$ cat src/rtl/cone_arb_pkg.sv
// Shared types and helpers for the time-multiplexed logic-cone arbiter.
// Holds the cone widths, the FSM state encoding and the round-robin search.
package cone_arb_pkg;

  localparam int unsigned CONE_IN_W  = 12;
  localparam int unsigned CONE_OUT_W = 8;
  localparam int unsigned MAX_REQ    = 8;

  typedef enum logic [1:0] {
    IDLE   = 2'd0,
    SETTLE = 2'd1,
    RESP   = 2'd2
  } state_t;

  // Returns {found, index} of the first set valid bit at or above ptr, wrapping at nreq
  function automatic logic [3:0] rr_first(input logic [MAX_REQ-1:0] valid,
                                          input int unsigned         ptr,
                                          input int unsigned         nreq);
    logic       found;
    logic [2:0] idx;
    found = 1'b0;
    idx   = 3'd0;
    for (int unsigned k = 0; k < MAX_REQ; k++) begin
      int unsigned j;
      j = ptr + k;
      if (j >= nreq) j = j - nreq;
      if (!found && (k < nreq) && valid[3'(j)]) begin
        found = 1'b1;
        idx   = 3'(j);
      end
    end
    return {found, idx};
  endfunction

endpackage

$ cat src/rtl/cone_share_arbiter_rr_pick.sv
// Combinational round-robin priority encoder: first valid requester at or after ptr.
module rr_pick
  import cone_arb_pkg::*;
#(
  parameter int unsigned NREQ = 4,
  localparam int unsigned ID_W = $clog2(NREQ)
) (
  input  logic [NREQ-1:0] valid,
  input  logic [ID_W-1:0] ptr,
  output logic [NREQ-1:0] onehot,
  output logic [ID_W-1:0] idx
);

  logic [3:0] w_res;

  assign w_res  = rr_first(MAX_REQ'(valid), 32'(ptr), NREQ);
  assign idx    = ID_W'(w_res[2:0]);
  assign onehot = w_res[3] ? (NREQ'(1) << idx) : '0;

endmodule

$ cat src/rtl/cone_share_arbiter.sv
// Shares one external combinational cone among NREQ requesters, round-robin.
// Each access: accept vector, drive cone, wait SETTLE_CYC cycles, return captured result.
module cone_share_arbiter
  import cone_arb_pkg::*;
#(
  parameter int unsigned NREQ       = 4,
  parameter int unsigned SETTLE_CYC = 2,
  parameter int unsigned IN_W       = CONE_IN_W,
  parameter int unsigned OUT_W      = CONE_OUT_W,
  localparam int unsigned ID_W      = $clog2(NREQ)
) (
  input  logic                 clk,
  input  logic                 rst_n,
  input  logic [NREQ-1:0]      req_valid,
  input  logic [NREQ*IN_W-1:0] req_vec,
  output logic [NREQ-1:0]      req_ready,
  output logic [IN_W-1:0]      cone_in,
  input  logic [OUT_W-1:0]     cone_out,
  output logic                 rsp_valid,
  input  logic                 rsp_ready,
  output logic [ID_W-1:0]      rsp_id,
  output logic [OUT_W-1:0]     rsp_data,
  output logic                 busy
);

  localparam int unsigned CNT_W = 4;

  state_t            r_state;
  logic [ID_W-1:0]   r_rr_ptr;
  logic [ID_W-1:0]   r_id_q;
  logic [CNT_W-1:0]  r_cnt;
  logic [IN_W-1:0]   r_cone_in;
  logic [OUT_W-1:0]  r_rsp_data;
  logic [ID_W-1:0]   r_rsp_id;
  logic              r_rsp_valid;
  logic              r_busy;

  logic [NREQ-1:0]   w_onehot;
  logic [ID_W-1:0]   w_idx;
  logic [ID_W-1:0]   w_next_ptr;
  logic              w_accept;
  logic [IN_W-1:0]   w_vec [NREQ];

  for (genvar i = 0; i < NREQ; i++) begin : g_vec
    assign w_vec[i] = req_vec[i*IN_W +: IN_W];
  end

  rr_pick #(.NREQ(NREQ)) u_pick (
    .valid  (req_valid),
    .ptr    (r_rr_ptr),
    .onehot (w_onehot),
    .idx    (w_idx)
  );

  // Grant is offered only in IDLE and never while reset is asserted
  assign req_ready  = ((r_state == IDLE) && rst_n) ? w_onehot : '0;
  assign w_accept   = |(req_valid & req_ready);
  assign w_next_ptr = (w_idx == ID_W'(NREQ - 1)) ? '0 : w_idx + ID_W'(1);

  always_ff @(posedge clk or negedge rst_n) begin
    if (!rst_n) begin
      r_state     <= IDLE;
      r_rr_ptr    <= '0;
      r_id_q      <= '0;
      r_cnt       <= '0;
      r_cone_in   <= '0;
      r_rsp_data  <= '0;
      r_rsp_id    <= '0;
      r_rsp_valid <= 1'b0;
      r_busy      <= 1'b0;
    end else begin
      case (r_state)
        IDLE: begin
          if (w_accept) begin
            r_cone_in <= w_vec[w_idx];
            r_id_q    <= w_idx;
            r_rr_ptr  <= w_next_ptr;
            r_cnt     <= CNT_W'(SETTLE_CYC - 1);
            r_busy    <= 1'b1;
            r_state   <= SETTLE;
          end
        end
        SETTLE: begin
          if (r_cnt == '0) begin
            r_rsp_data  <= cone_out;
            r_rsp_id    <= r_id_q;
            r_rsp_valid <= 1'b1;
            r_state     <= RESP;
          end else begin
            r_cnt <= r_cnt - CNT_W'(1);
          end
        end
        RESP: begin
          if (rsp_ready) begin
            r_rsp_valid <= 1'b0;
            r_busy      <= 1'b0;
            r_state     <= IDLE;
          end
        end
        default: begin
          r_busy  <= 1'b0;
          r_state <= IDLE;
        end
      endcase
    end
  end

  assign cone_in   = r_cone_in;
  assign rsp_valid = r_rsp_valid;
  assign rsp_id    = r_rsp_id;
  assign rsp_data  = r_rsp_data;
  assign busy      = r_busy;

endmodule

$ cat config.mk
export PLATFORM = sky130hd
export DESIGN_NAME = cone_share_arbiter
export DESIGN_NICKNAME = d
export VERILOG_FILES = /design/src/rtl/cone_arb_pkg.sv /design/src/rtl/cone_share_arbiter_rr_pick.sv /design/src/rtl/cone_share_arbiter.sv
export SDC_FILE = /design/constraint.sdc
export NUM_CORES = 1
export LEC_CHECK = 0
export ABC_AREA = 1
export BUFFER_PORTS_ARGS = -buffer_cell sky130_fd_sc_hd__buf_2
export CORE_MARGIN = 2
export CORE_UTILIZATION = 40
export CTS_CLUSTER_SIZE = 25
export DETAILED_ROUTE_END_ITERATION = 8
export GPL_TIMING_DRIVEN = 0
export PLACE_DENSITY = 0.71
export SYNTH_ARGS = -nofsm -noshare
export SYNTH_HDL_FRONTEND = slang
export SYNTH_HIERARCHICAL = 1
export SYNTH_SLANG_ARGS = --single-unit
$ cat constraint.sdc
create_clock -name clk -period 1.9 [get_ports clk]
set_clock_uncertainty 0.15 [all_clocks]
set_input_delay 0.38 -clock clk [delete_from_list [all_inputs] [get_ports clk]]
set_output_delay 0.38 -clock clk [all_outputs]
set_load 0.02 [all_outputs]
# == Yosys cells after proc, flatten, opt, wreduce, memory -nomap -nowiden ==
# Index checks and enable logic that the tools add are counted.
# Widths: inputs -> output; s select.
# word_totals
ff_bits,34
latch_bits,0
mem_bits_rw,0
mem_bits_ro,0
input_bits,63
out_inout_bits,28
elab_cells,94
memories,0
# op_classes
addsub,9
mul,0
div,0
n_lt_le_gt_ge,9
n_eq_ne,7
shifts,1
n_mux,38
bitwise_logic,3
reduce_logical,18
# op_table
operator,n
$ge 32x3->1 const B,3
$bmux 12 s2,1
$mux 12,2
$lt 3x4->1 const B,4
$mux 2,8
$mux 4,4
$bmux 1 s3,4
$mux 3,4
$reduce_and 3->1,4
$mux 1,11
$sub 3x3->3 const B,3
$ne 2x2->1 const B,4
$pmux 4 s2,1
$add 2x2->3 const B,2
$pmux 2 s3,1
$and 4x4->4,1
$eq 2x2->1 const B,2
$logic_and 1x1->1,4
$logic_not 4->1,1
$reduce_and 2->1,2
$reduce_bool 2->1,2
$reduce_or 4->1,1
$shl 1x2->4 const A,1
$sub 4x1->4 const B,1
other kinds (12),14

# == Logic depth before layout (Yosys ltp) ==
# depth
ltp_word,21
mapped_depth,20
ltp_nobuf,18

# == Modules after synthesis ==
# Netlist, hierarchy kept.
# modules_own_cells
module,n_inst,cells_per_inst,area_each_um2,seq_area_each_um2
cone_share_arbiter,1,212,1759.2,850.8
rr_pick,1,74,391.6,0.0

# == Worst setup path before layout ==
# OpenSTA, ideal clock, no wires.
# synth_timing
path_kind,register to output
from,register r_rr_ptr[0]
to,output req_ready[0]
arrival_time_ns,1.562
required_ns,1.370
slack_ns,-0.192
path_stages_with_launch,15
path_buffers,1
path_cell_list,dfrtp_1 buf_6 inv_8 nand2_2 nand2_2 nand2_2 nand2_4 nand2_4 nand2_2 nand2_2 nand2_1 nand2_1 nor2_1 inv_1 nor2_1
# synth_via
elab_chain_len,17
word_cells_on_any_way,40
classes_between,7 x add/sub; 4 x order compare; 1 x shift; 22 x mux; 6 x reduce/logical
# synth_lines
item,line_no,source
start: declaration,cone_share_arbiter.sv:29,logic [ID_W-1:0] r_rr_ptr;
start signal: assignment,cone_share_arbiter.sv:77,r_rr_ptr <= w_next_ptr;
"parallel branches: the longest is 15 deep, another holds $ge 32x3->1",n/a,
$mux 4 *,cone_share_arbiter_rr_pick.sv:18,assign onehot = w_res[3] ? (NREQ'(1) << idx) : '0;
named net w_onehot[0],cone_share_arbiter.sv:38,logic [NREQ-1:0] w_onehot;
$mux 4 *,cone_share_arbiter.sv:56,assign req_ready = ((r_state == IDLE) && rst_n) ? w_onehot : '0;
end: declaration,cone_share_arbiter.sv:16,"output logic [NREQ-1:0] req_ready,"
# Mark *: on every way through the listed nets, which the timed path passes. The select of a mux whose other input is x is not followed.

# == Worst setup path in the final report ==
# layout_timing
from,register r_rr_ptr[0]
to,output req_ready[1]
# The elaborated chain is that of the path after synthesis.

==> summary.md <==
| Metric | Value |
|---|---|
| Failing checks | `negative setup slack` |
| RePlAce Congestion | `roughly 0.9` |
| Final core utilization | `between 60% and 70%` |
| Nets | `466` |
| Syn nets | `about 350` |
| Sw frac | `between 50% and 60%` |
| Largest cells by area after synthesis | `dfrtp_1 (40%), nand2_1 (14%), nor2_1 (7.2%)` |
| Io pins | `91` |
| # hold bufs at CTS | `0` |
| CP required | `about 1400 ps` |
| Die X | `roughly 77 um` |
| Max stage delay on crit path | `~400 ps` |
| Arrival @ worst endpoint | `1950 ps` |
| Netlist Area Pre-Place | `between 2000 and 2500 sq um` |
| Area Overhead vs Synth | `54.2%` |
| Crit share post-route | `130%` |
| Drt initial violations | `60` |
| Power Dens Cells | `2150 nW/um^2` |
| Run status | `finished with violations` |
| Post-DRT Antenna Nets | `0` |
| Final setup vio count | `26` |
| NetSw | `approximately 3600 uW` |
| Crit-path slowest cell | `dfrtp_1` |
| Seq pwr share | `18.1%` |
| CTS tree | `yes` |
| Yosys warns | `6` |
| Final Hold Vio Count | `0` |
| Worst Setup Start Kind | `flip-flop` |
| Final count of pins violating max slew | `0` |
| Max VDD drop | `roughly 1.2 mV` |
| H-tree depth | `2` |
| FFs w/ async S/R, synth | `100%` |
| Leakage power | `0.00171 uW` |
| Total power | `7120 uW` |
| Longest Clk Path Bufs | `2` |
| Pre-antenna DRT Iters | `5` |
| Endpoint class of the critical path | `output port` |
| Wire length of the first global-routing pass | `~11000 um` |
| Clock root cell | `clkbuf_8` |
| Die H | `between 70 and 80 um` |
| Distinct cells, synth | `26` |
| Layout cell share with drive strength beyond 1 | `51.7%` |
| Post-synth EDFFs | `0` |
| DRT Wirelength | `about 6400 um` |
| Main synth FF type | `dfrtp_1` |
| RSZ-0062 raised after global routing | `yes` |
| CP Max Fanout | `6` |
| Vias in the first global route | `2396` |
| Initial antenna violation count | `0` |
| Top cells by count, synth | `nand2_1 (81), nor2_1 (41), dfrtp_1 (34)` |
| Logic gate share of total power | `72.6%` |
| Post-route insts no fill | `around 470` |
| HPWL Detailed | `approximately 4300 um` |
| TritonCTS Buffers | `5` |
| Setup TNS | `-12760 ps` |
| CP Buf/Inv Count | `4` |
| Vias post-DR | `~2400` |
| Mapped Avg Cell Area | `approximately 7.5 sq um` |
| Post-Synthesis Cells | `~290` |
| Worst skew pair latency | `290 ps` |
| Count leader, synth | `nand2_1` |
| Core area | `around 5000 sq um` |
| Worst slew pin tran | `slightly above 800 ps` |
| Delay-heaviest family, CP | `simple AND/OR/NAND/NOR gates` |
| Antenna diode count | `0` |
| MaxCap Viol Count | `0` |
| Crit path time final | `2480 ps` |
| Die ar. | `~6000 sq um` |
| Seq/Total Area, Yosys | `between 30% and 40%` |
| Slew headroom | `45.2%` |
| Initial Utilization | `41.8%` |
| # clock sinks | `34` |
| Port Buffer Count | `90` |
| Clock slew at reported path FFs | `around 80 ps` |
| Crit-path cells | `buf_6 > inv_8 > nand2_2 > nand2_4 > nor2_4 > nor2_1 > nand3_4 > nand3_4 > nor2_4 > inv_2 > nor2_4 > buf_6` |
| Synth Register Bits | `34` |
| # DRC | `0` |
| Drt wl/cell | `roughly 14 um` |
| HP Class | `in -> async` |
| Pin count of the biggest net entering global routing | `40` |
| Max Freq | `403 MHz` |
| Post-Place Cells | `roughly 450` |
| Gr usage total | `a little over a fifth` |
| Vias per inst | `around 5.0` |
| Yosys top cell area share | `39.6%` |
| Top cell by count, worst path | `nor2_4` |
| Worst Setup Path Type | `reg -> out` |
| Int Pwr | `~3500 uW` |
| Row count | `26` |
| Area leader, netlist | `dfrtp_1` |
| PnR worst setup slack | `-579 ps` |
| GR Overflow Total | `0` |
| Share of total power in the clock network | `around a tenth` |
-- routing by layer --
metal / vias up / share of wire (%) / global-route usage, % / wire [um]
met5: - / 0 / 0 / 0
met4: 0 / 1.9 / 6.79 / 120
met3: 14 / 5.9 / 4.88 / 380
met2: 92 / 51 / 40.1 / 3270
met1: 1109 / 41 / 24.9 / 2620
li1: 1164 / - / - / -
-- per-stage QoR --
step	setup WS (ps)	hold slack [ps]	area (sq um)
global placement	-504	301	2730
finish	-579	29.1	3320
global route	-680	96.5	3320
detailed placement	-549	312	2730
floorplan	-156	-65.6	2190
CTS	-545	53.9	3170
-- worst register-to-register path, stage by stage (launching register included) --
cell and delay [ps]:
dfrtp_1 410, buf_6 170, inv_8 80, nand2_2 60, nand2_4 80, nor2_4 40
nor2_1 250, nand3_4 140, nand3_4 130, nor2_4 50, nand4_1 120, nand2_2 90
nor2_4 160, buf_6 150, nand2_4 70, nor2_2 100, nor2_1 50
-- cells in the final DEF, fill, tap and decap left out, drive strengths merged, types with 2 or more instances in the layout --
cell,count
buf,114
clkbuf,9
clkinvlp,2
dfrtp,34
ha,2
inv,22
mux2,10
nand2,97
nand3,13
nand4,6
nor2,45
o21ai,28
o22ai,14
-- power groups by stage --
stage	clock network, uW	registers [uW]	logic [uW]
floorplan	0	1570	2590
global placement	0	1280	3730
detailed placement	0	1280	3820
CTS	682	1280	4690
global route	716	1330	5620
finish	664	1290	5170
-- repair_timing --
action | 4_1_cts | 5_1_grt
endpoints found under the setup margin | 26 | 26
gates cloned | 5 | 0
resized for setup | 64 | 37
buffers inserted | 12 | 1
pin swaps | 9 | 13
-- final timing paths --
| path | startpoint | to | slack, ps | cells past startpoint |
|---|---|---|---|---|
| worst min-delay path | rst_n | cone_in[6] | 30 | 1 |
| worst max register to register | r_rr_ptr[0] | r_cnt[0] | -520 | 16 |
| worst min register to register | cone_in[0] | cone_in[0] | 330 | 2 |
| worst max-delay path | r_rr_ptr[0] | req_ready[1] | -580 | 12 |
| min in group clk | cone_out[0] | rsp_data[0] | 170 | 2 |
| max in group asynchronous | rst_n | r_rr_ptr[1] | 980 | 1 |
-- registers in the layout, summed over array words and instances (netlist names) --
register / flops
r_id_q: 2
r_rr_ptr: 2
rsp_valid: 1
r_cnt: 4
r_state: 2
busy: 1
cone_in: 12
rsp_id: 2
rsp_data: 8
-- logic make-up (layout without fill, tap and decap cells) --
family	count (synthesis)	after routing	synth area share, %
flip-flops	34	34	39.6
adder cells (fa/ha/maj)	2	2	1.16
multiplexers	10	10	5.24
AND/OR/NAND/NOR	162	162	34.6
AO/OA/AOI/OAI	44	44	11.5
XOR/XNOR	2	2	0.815
buffers and inverters	32	148	7.15
-- cell type report --
class                           instances  area, sq um
Buffer                                 11          109
Clock buffer                            5         68.8
Clock inverter                          3         45.0
Fill cell                             458         1820
Inverter                               21         96.3
Multi-Input combinational cell        220         1420
Sequential cell                        34          852
Tap cell                               70         87.6
Timing Repair Buffer                  107          628
Timing Repair inverter                  1         8.76
No activity file was read; power rests on OpenSTA's default activity.
